`src/rtl/alu_scheduler_pkg.sv`:
```
// Shared types and constants for the ALU scheduler: FSM states,
// ALU opcode encodings and the default operand width.
package alu_scheduler_pkg;

   localparam int DEFAULT_DATA_WIDTH = 32;

   typedef enum logic [1:0] {
      IDLE = 2'b00,
      EXEC = 2'b01,
      RESP = 2'b10
   } state_t;

   localparam logic [1:0] OP_ADD = 2'b00;
   localparam logic [1:0] OP_SUB = 2'b01;
   localparam logic [1:0] OP_AND = 2'b10;
   localparam logic [1:0] OP_OR  = 2'b11;

endpackage

```
`src/rtl/alu_rr_arbiter.sv`:
```
// Two-way round-robin grant: a lone requester always wins, and on a tie
// the requester named by prio wins. Purely combinational.
module alu_rr_arbiter (
   input  logic [1:0] valid,
   input  logic       prio,
   output logic [1:0] grant
);

   // Resolve the one-hot grant from the request vector and tie-break pointer
   always_comb begin
      grant = 2'b00;
      case (valid)
         2'b01:   grant = 2'b01;
         2'b10:   grant = 2'b10;
         2'b11:   grant = prio ? 2'b10 : 2'b01;
         default: grant = 2'b00;
      endcase
   end

endmodule

```
`src/rtl/alu_scheduler.sv`:
```
// Shares one combinational ALU between two requesters. Each accepted
// request runs IDLE -> EXEC -> RESP; the ALU is driven from the operand
// registers and its result is latched at the end of EXEC.
module alu_scheduler
   import alu_scheduler_pkg::*;
#(
   parameter int DATA_WIDTH = DEFAULT_DATA_WIDTH
) (
   input  logic                  clk_i,
   input  logic                  rst_n_i,

   input  logic                  req0_valid_i,
   output logic                  req0_ready_o,
   input  logic [DATA_WIDTH-1:0] req0_a_i,
   input  logic [DATA_WIDTH-1:0] req0_b_i,
   input  logic [1:0]            req0_op_i,
   output logic                  rsp0_valid_o,
   input  logic                  rsp0_ready_i,
   output logic [DATA_WIDTH-1:0] rsp0_data_o,
   output logic                  rsp0_zero_o,
   output logic                  rsp0_neg_o,

   input  logic                  req1_valid_i,
   output logic                  req1_ready_o,
   input  logic [DATA_WIDTH-1:0] req1_a_i,
   input  logic [DATA_WIDTH-1:0] req1_b_i,
   input  logic [1:0]            req1_op_i,
   output logic                  rsp1_valid_o,
   input  logic                  rsp1_ready_i,
   output logic [DATA_WIDTH-1:0] rsp1_data_o,
   output logic                  rsp1_zero_o,
   output logic                  rsp1_neg_o,

   output logic [DATA_WIDTH-1:0] alu_a_o,
   output logic [DATA_WIDTH-1:0] alu_b_o,
   output logic [1:0]            alu_op_o,
   input  logic [DATA_WIDTH-1:0] alu_data_i,
   input  logic                  alu_zero_i,
   input  logic                  alu_neg_i,

   output logic                  busy_o,
   output logic                  owner_o
);

   state_t                state_q;
   logic                  prio_q;
   logic                  owner_q;
   logic [DATA_WIDTH-1:0] a_q;
   logic [DATA_WIDTH-1:0] b_q;
   logic [1:0]            op_q;
   logic [DATA_WIDTH-1:0] res_q;
   logic                  zero_q;
   logic                  neg_q;

   logic [1:0]            grant;
   logic                  in_idle;
   logic                  accept;
   logic                  gnt_idx;
   logic                  owner_rsp_ready;

   alu_rr_arbiter u_arb (
      .valid (/*req*/{req1_valid_i, req0_valid_i}),
      .prio  (prio_q),
      .grant (grant)
   );

   assign in_idle         = (state_q == IDLE);
   // The arbiter only grants a requester that is valid, so any grant in IDLE is an accept.
   assign accept          = in_idle && (grant != 2'b00);
   assign gnt_idx         = grant[1];
   assign owner_rsp_ready = owner_q ? rsp1_ready_i : rsp0_ready_i;

   // Sequence each request through accept, ALU execution and response handshake
   always_ff @(posedge clk_i) begin
      if (!rst_n_i) begin
         state_q <= IDLE;
         prio_q  <= 1'b0;
         owner_q <= 1'b0;
         a_q     <= '0;
         b_q     <= '0;
         op_q    <= 2'b00;
         res_q   <= '0;
         zero_q  <= 1'b0;
         neg_q   <= 1'b0;
      end else begin
         case (state_q)
            IDLE: begin
               if (accept) begin
                  a_q     <= gnt_idx ? req1_a_i  : req0_a_i;
                  b_q     <= gnt_idx ? req1_b_i  : req0_b_i;
                  op_q    <= gnt_idx ? req1_op_i : req0_op_i;
                  owner_q <= gnt_idx;
                  prio_q  <= ~gnt_idx;
                  state_q <= EXEC;
               end
            end
            EXEC: begin
               res_q   <= alu_data_i;
               zero_q  <= alu_zero_i;
               neg_q   <= alu_neg_i;
               state_q <= RESP;
            end
            RESP: begin
               if (owner_rsp_ready) begin
                  state_q <= IDLE;
               end
            end
            default: state_q <= IDLE;
         endcase
      end
   end

   assign req0_ready_o = in_idle && grant[0];
   assign req1_ready_o = in_idle && grant[1];

   assign rsp0_valid_o = (state_q == RESP) && !owner_q;
   assign rsp1_valid_o = (state_q == RESP) &&  owner_q;

   assign rsp0_data_o  = res_q;
   assign rsp0_zero_o  = zero_q;
   assign rsp0_neg_o   = neg_q;
   assign rsp1_data_o  = res_q;
   assign rsp1_zero_o  = zero_q;
   assign rsp1_neg_o   = neg_q;

   assign alu_a_o      = a_q;
   assign alu_b_o      = b_q;
   assign alu_op_o     = op_q;

   assign busy_o       = !in_idle;
   assign owner_o      = owner_q;

endmodule

```
`config.mk`:
```
export PLATFORM = sky130hd
export DESIGN_NAME = alu_scheduler
export DESIGN_NICKNAME = d
export VERILOG_FILES = /design/src/rtl/alu_scheduler_pkg.sv /design/src/rtl/alu_rr_arbiter.sv /design/src/rtl/alu_scheduler.sv
export SDC_FILE = /design/constraint.sdc
export NUM_CORES = 1
export LEC_CHECK = 0
export ABC_CLOCK_PERIOD_IN_PS = 1350
export CORE_MARGIN = 1
export CORE_UTILIZATION = 34
export CTS_CLUSTER_DIAMETER = 200
export DETAILED_ROUTE_END_ITERATION = 10
export PLACE_DENSITY = 0.77
export SLEW_MARGIN = 5
export SYNTH_ARGS = -nofsm -noshare
export SYNTH_HDL_FRONTEND = slang
export SYNTH_SLANG_ARGS = --single-unit
```
`constraint.sdc`:
```
create_clock -name clk_i -period 1.35 [get_ports clk_i]
set_input_delay 0.27 -clock clk_i [delete_from_list [all_inputs] [get_ports clk_i]]
set_output_delay 0.27 -clock clk_i [all_outputs]
set_load 0.01 [all_outputs]
```
==> reports/summary.txt <==
Clk_skew: 0.01259 ns
R2r endpoint: alu_a_o[10]
DR WL/cell: 17.29 um
Top Ports: 312
WHS Endpoint: state_q[1]
Number of port buffers: 311
Router iterations before antenna repair: 6
Critical Path Source Type: flip-flop
Pre-CTS WS: -0.6890 ns
Cell Pwr Density: 1039 nW/um2
Cell variety after synth: 29
# rows: 45
Element type at the critical path end: primary output
Rel. slew slack: 75.90%
Min Tclk post-route: 1.581 ns
#FFs+latches synth: 104
Die Area: 15,940 um2
Reg2reg start: state_q[1]
Register-to-Register Path Depth: 5
Starting Density: 34.66%
Max-slew violations: 0
CTS Hold Bufs: 0
Top_reg_cell synth: dfxtp_1
CTS tree: built
Initial antenna violation count: 1
Final RePlAce weighted congestion: 0.8009
Clock Latency Late Sink: 0.35 ns
Layout cells sized above 1: 11.34%
Critical-path maximum fanout: 3
Area delta synth->final: 70.23%
Unrepaired setup endpoints after global routing: yes
Setup CP Type: flip-flop to primary output
Die Height: 126.3 um
Number of fill cells in the layout: 1,437
Largest net degree at the start of global routing: 68
Drt total wl: 19,260 um
Failing checks: setup timing
Number of DRC markers in iteration 0: 397
Critical Path AT: 1.31 ns
CTS H-tree lvls: 3
R2R setup slack: -0.19 ns
Crit path launch: state_q[1]
Leakage: 4.125 nW
CTS Root Cell: clkbuf_16
Drc violations: 0
Power, Total: 9.290 mW
Core area: 15,150 um2
Fin crit share: 117.1%
Layout Nets: 1,093
Total gr overflow: 0
Sequential-to-total area share from yosys stat: 39.66%
Final setup fails: 72
Final setup margin: -0.2312 ns
Hpwl dp: 13,070 um
Via/cell ratio: 5.186
Mean Syn Cell Area: 7.955 um2
Peak supply drop: 0.0005763 V
FMAX: 0.6324 GHz
Worst-Margin Slew: 0.3615 ns
TritonCTS Sinks: 104
Syn_nets: 832
CTS max path bufs: 2
Crit path required time: 1.08 ns
Area after DPL: 8481 um2
DR vias: 5,777
Vias in the first global route: 5,380
Worst-path clk slew: 0.08 ns
Die W: 126.3 um
HP Start: rst_n_i
EDFF count, synth: 0
First-pass GRT wire length: 29,250 um
GRT Util Overall: 23.56%
Yosys warnings: 0
Syn Std Cell Area: 5250 um2
Setup TNS: -10.46 ns
Max-cap violation count: 0
ANT nets after route: 0
Post-Syn Instances: 660
Status: finished with violations
ANT cells: 0
Hold Crit Depth: 3
Post-route cell area: 8937 um2
Worst hold-check path type: primary input to flip-flop
CTS Buf Count: 9
Async SR Flop Fraction: 0%
Final Hold Viols: 0
==> stage by stage <==
stage	hold WS, ns	utilization, %	instances
2_1_floorplan	0.4060	-	660
3_5_place_dp	0.4628	55.99	1093
5_1_grt	0.2204	59.01	1114
4_1_cts	0.1980	58.60	1113
3_3_place_gp	0.4570	55.99	1093
6_report	0.2155	59.01	1114
==> cells in the mapped netlist (2+ instances only) <==
master / n / area [um2]
a21oi_1: 35 / 175.2
and3_1: 65 / 406.6
buf_1: 3 / 11.26
buf_2: 15 / 75.07
buf_4: 34 / 255.2
buf_6: 2 / 22.52
clkbuf_1: 49 / 183.9
dfxtp_1: 104 / 2082
nand2_1: 135 / 506.7
nor2_1: 2 / 7.510
nor2b_1: 2 / 12.51
nor3_1: 66 / 330.3
nor3b_1: 2 / 15.01
o21a_1: 66 / 495.5
o21ai_0: 2 / 10.01
o31a_1: 65 / 569.3
==> sequential cells by signal, indices dropped and copies added (netlist names) <==
signal       flops
prio_q           1
rsp0_neg_o       1
rsp0_data_o     32
state_q          2
alu_op_o         2
alu_a_o         32
alu_b_o         32
owner_o          1
rsp0_zero_o      1
==> cell families after synthesis <==
kind of cell	Yosys count	share of synthesized area (%)
AO/OA/AOI/OAI	170	24.07
buffers and inverters	105	10.61
flip-flops	104	39.66
multiplexers	1	0.1907
AND/OR/NAND/NOR	280	25.48
==> layout make-up <==
type,instances,area [um2],share of cell area [%]
repair buffers,354,3473,38.86
multi-input cells,451,2786,31.18
clock inverters,7,125.1,1.400
clock buffers,9,225.2,2.520
inverters,1,3.754,0.04200
flip-flops and latches,104,2088,23.37
well taps,188,235.2,2.632
==> critical path, cell delays in order, from the launching register on <==
cell and delay (ns):
dfxtp_4 0.37, or2_4 0.24, nor3b_2 0.18, buf_2 0.17
==> per-layer routing <==
layer  vias up  part of all wire [%]  GRT usage [%]
met5         -                 0.068              0
met4         2                   2.0          8.363
met3        27                   7.3          6.160
met2       263                    50          42.02
met1      2687                    40          27.01
li1       2798                     -              -
==> timing repair <==
| item | in CTS | in global routing |
|---|---|---|
| hold endpoints to repair | 0 | 0 |
| cloned | 2 | 1 |
| gates resized for setup | 196 | 15 |
| pin swaps | 2 | 2 |
| endpoints found under the setup margin | 207 | 88 |
| buffers inserted | 2 | 0 |
==> cells in the final DEF, fill, tap and decap left out, drive strengths merged, types with 2 or more instances in the layout <==
cell,netlist,final
nor2b,2,2
and3,65,65
buf,54,50
nor2,2,2
a21oi,35,35
o21a,66,66
o21ai,2,2
dlygate4sd2,0,134
o31a,65,65
nor3,66,66
nand2,135,135
bufinv,0,3
nor3b,3,3
clkinv,0,2
clkbuf,50,10
clkdlybuf4s50,0,168
dfxtp,104,104
inv,1,3
==> worst max path at each step <==
stage | slack (ns) | cells past startpoint | to
2_1_floorplan | -0.02 | 6 | alu_b_o[28]
3_3_place_gp | -0.73 | 4 | req0_ready_o
3_5_place_dp | -0.69 | 4 | req0_ready_o
4_1_cts | -0.25 | 4 | req0_ready_o
5_1_grt | -0.29 | 3 | req1_ready_o
6_report | -0.23 | 3 | req1_ready_o
==> power breakdown <==
| part | total [mW] | internal [mW] | leakage, nW | switching [mW] |
|---|---|---|---|---|
| sequential | 3.49 | 3.34 | 0.856 | 0.154 |
| combinational | 2.69 | 1.45 | 3.10 | 1.24 |
| clock | 3.11 | 1.84 | 0.171 | 1.27 |
| total | 9.29 | 6.62 | 4.12 | 2.67 |
(Power assumes the default switching activity.)
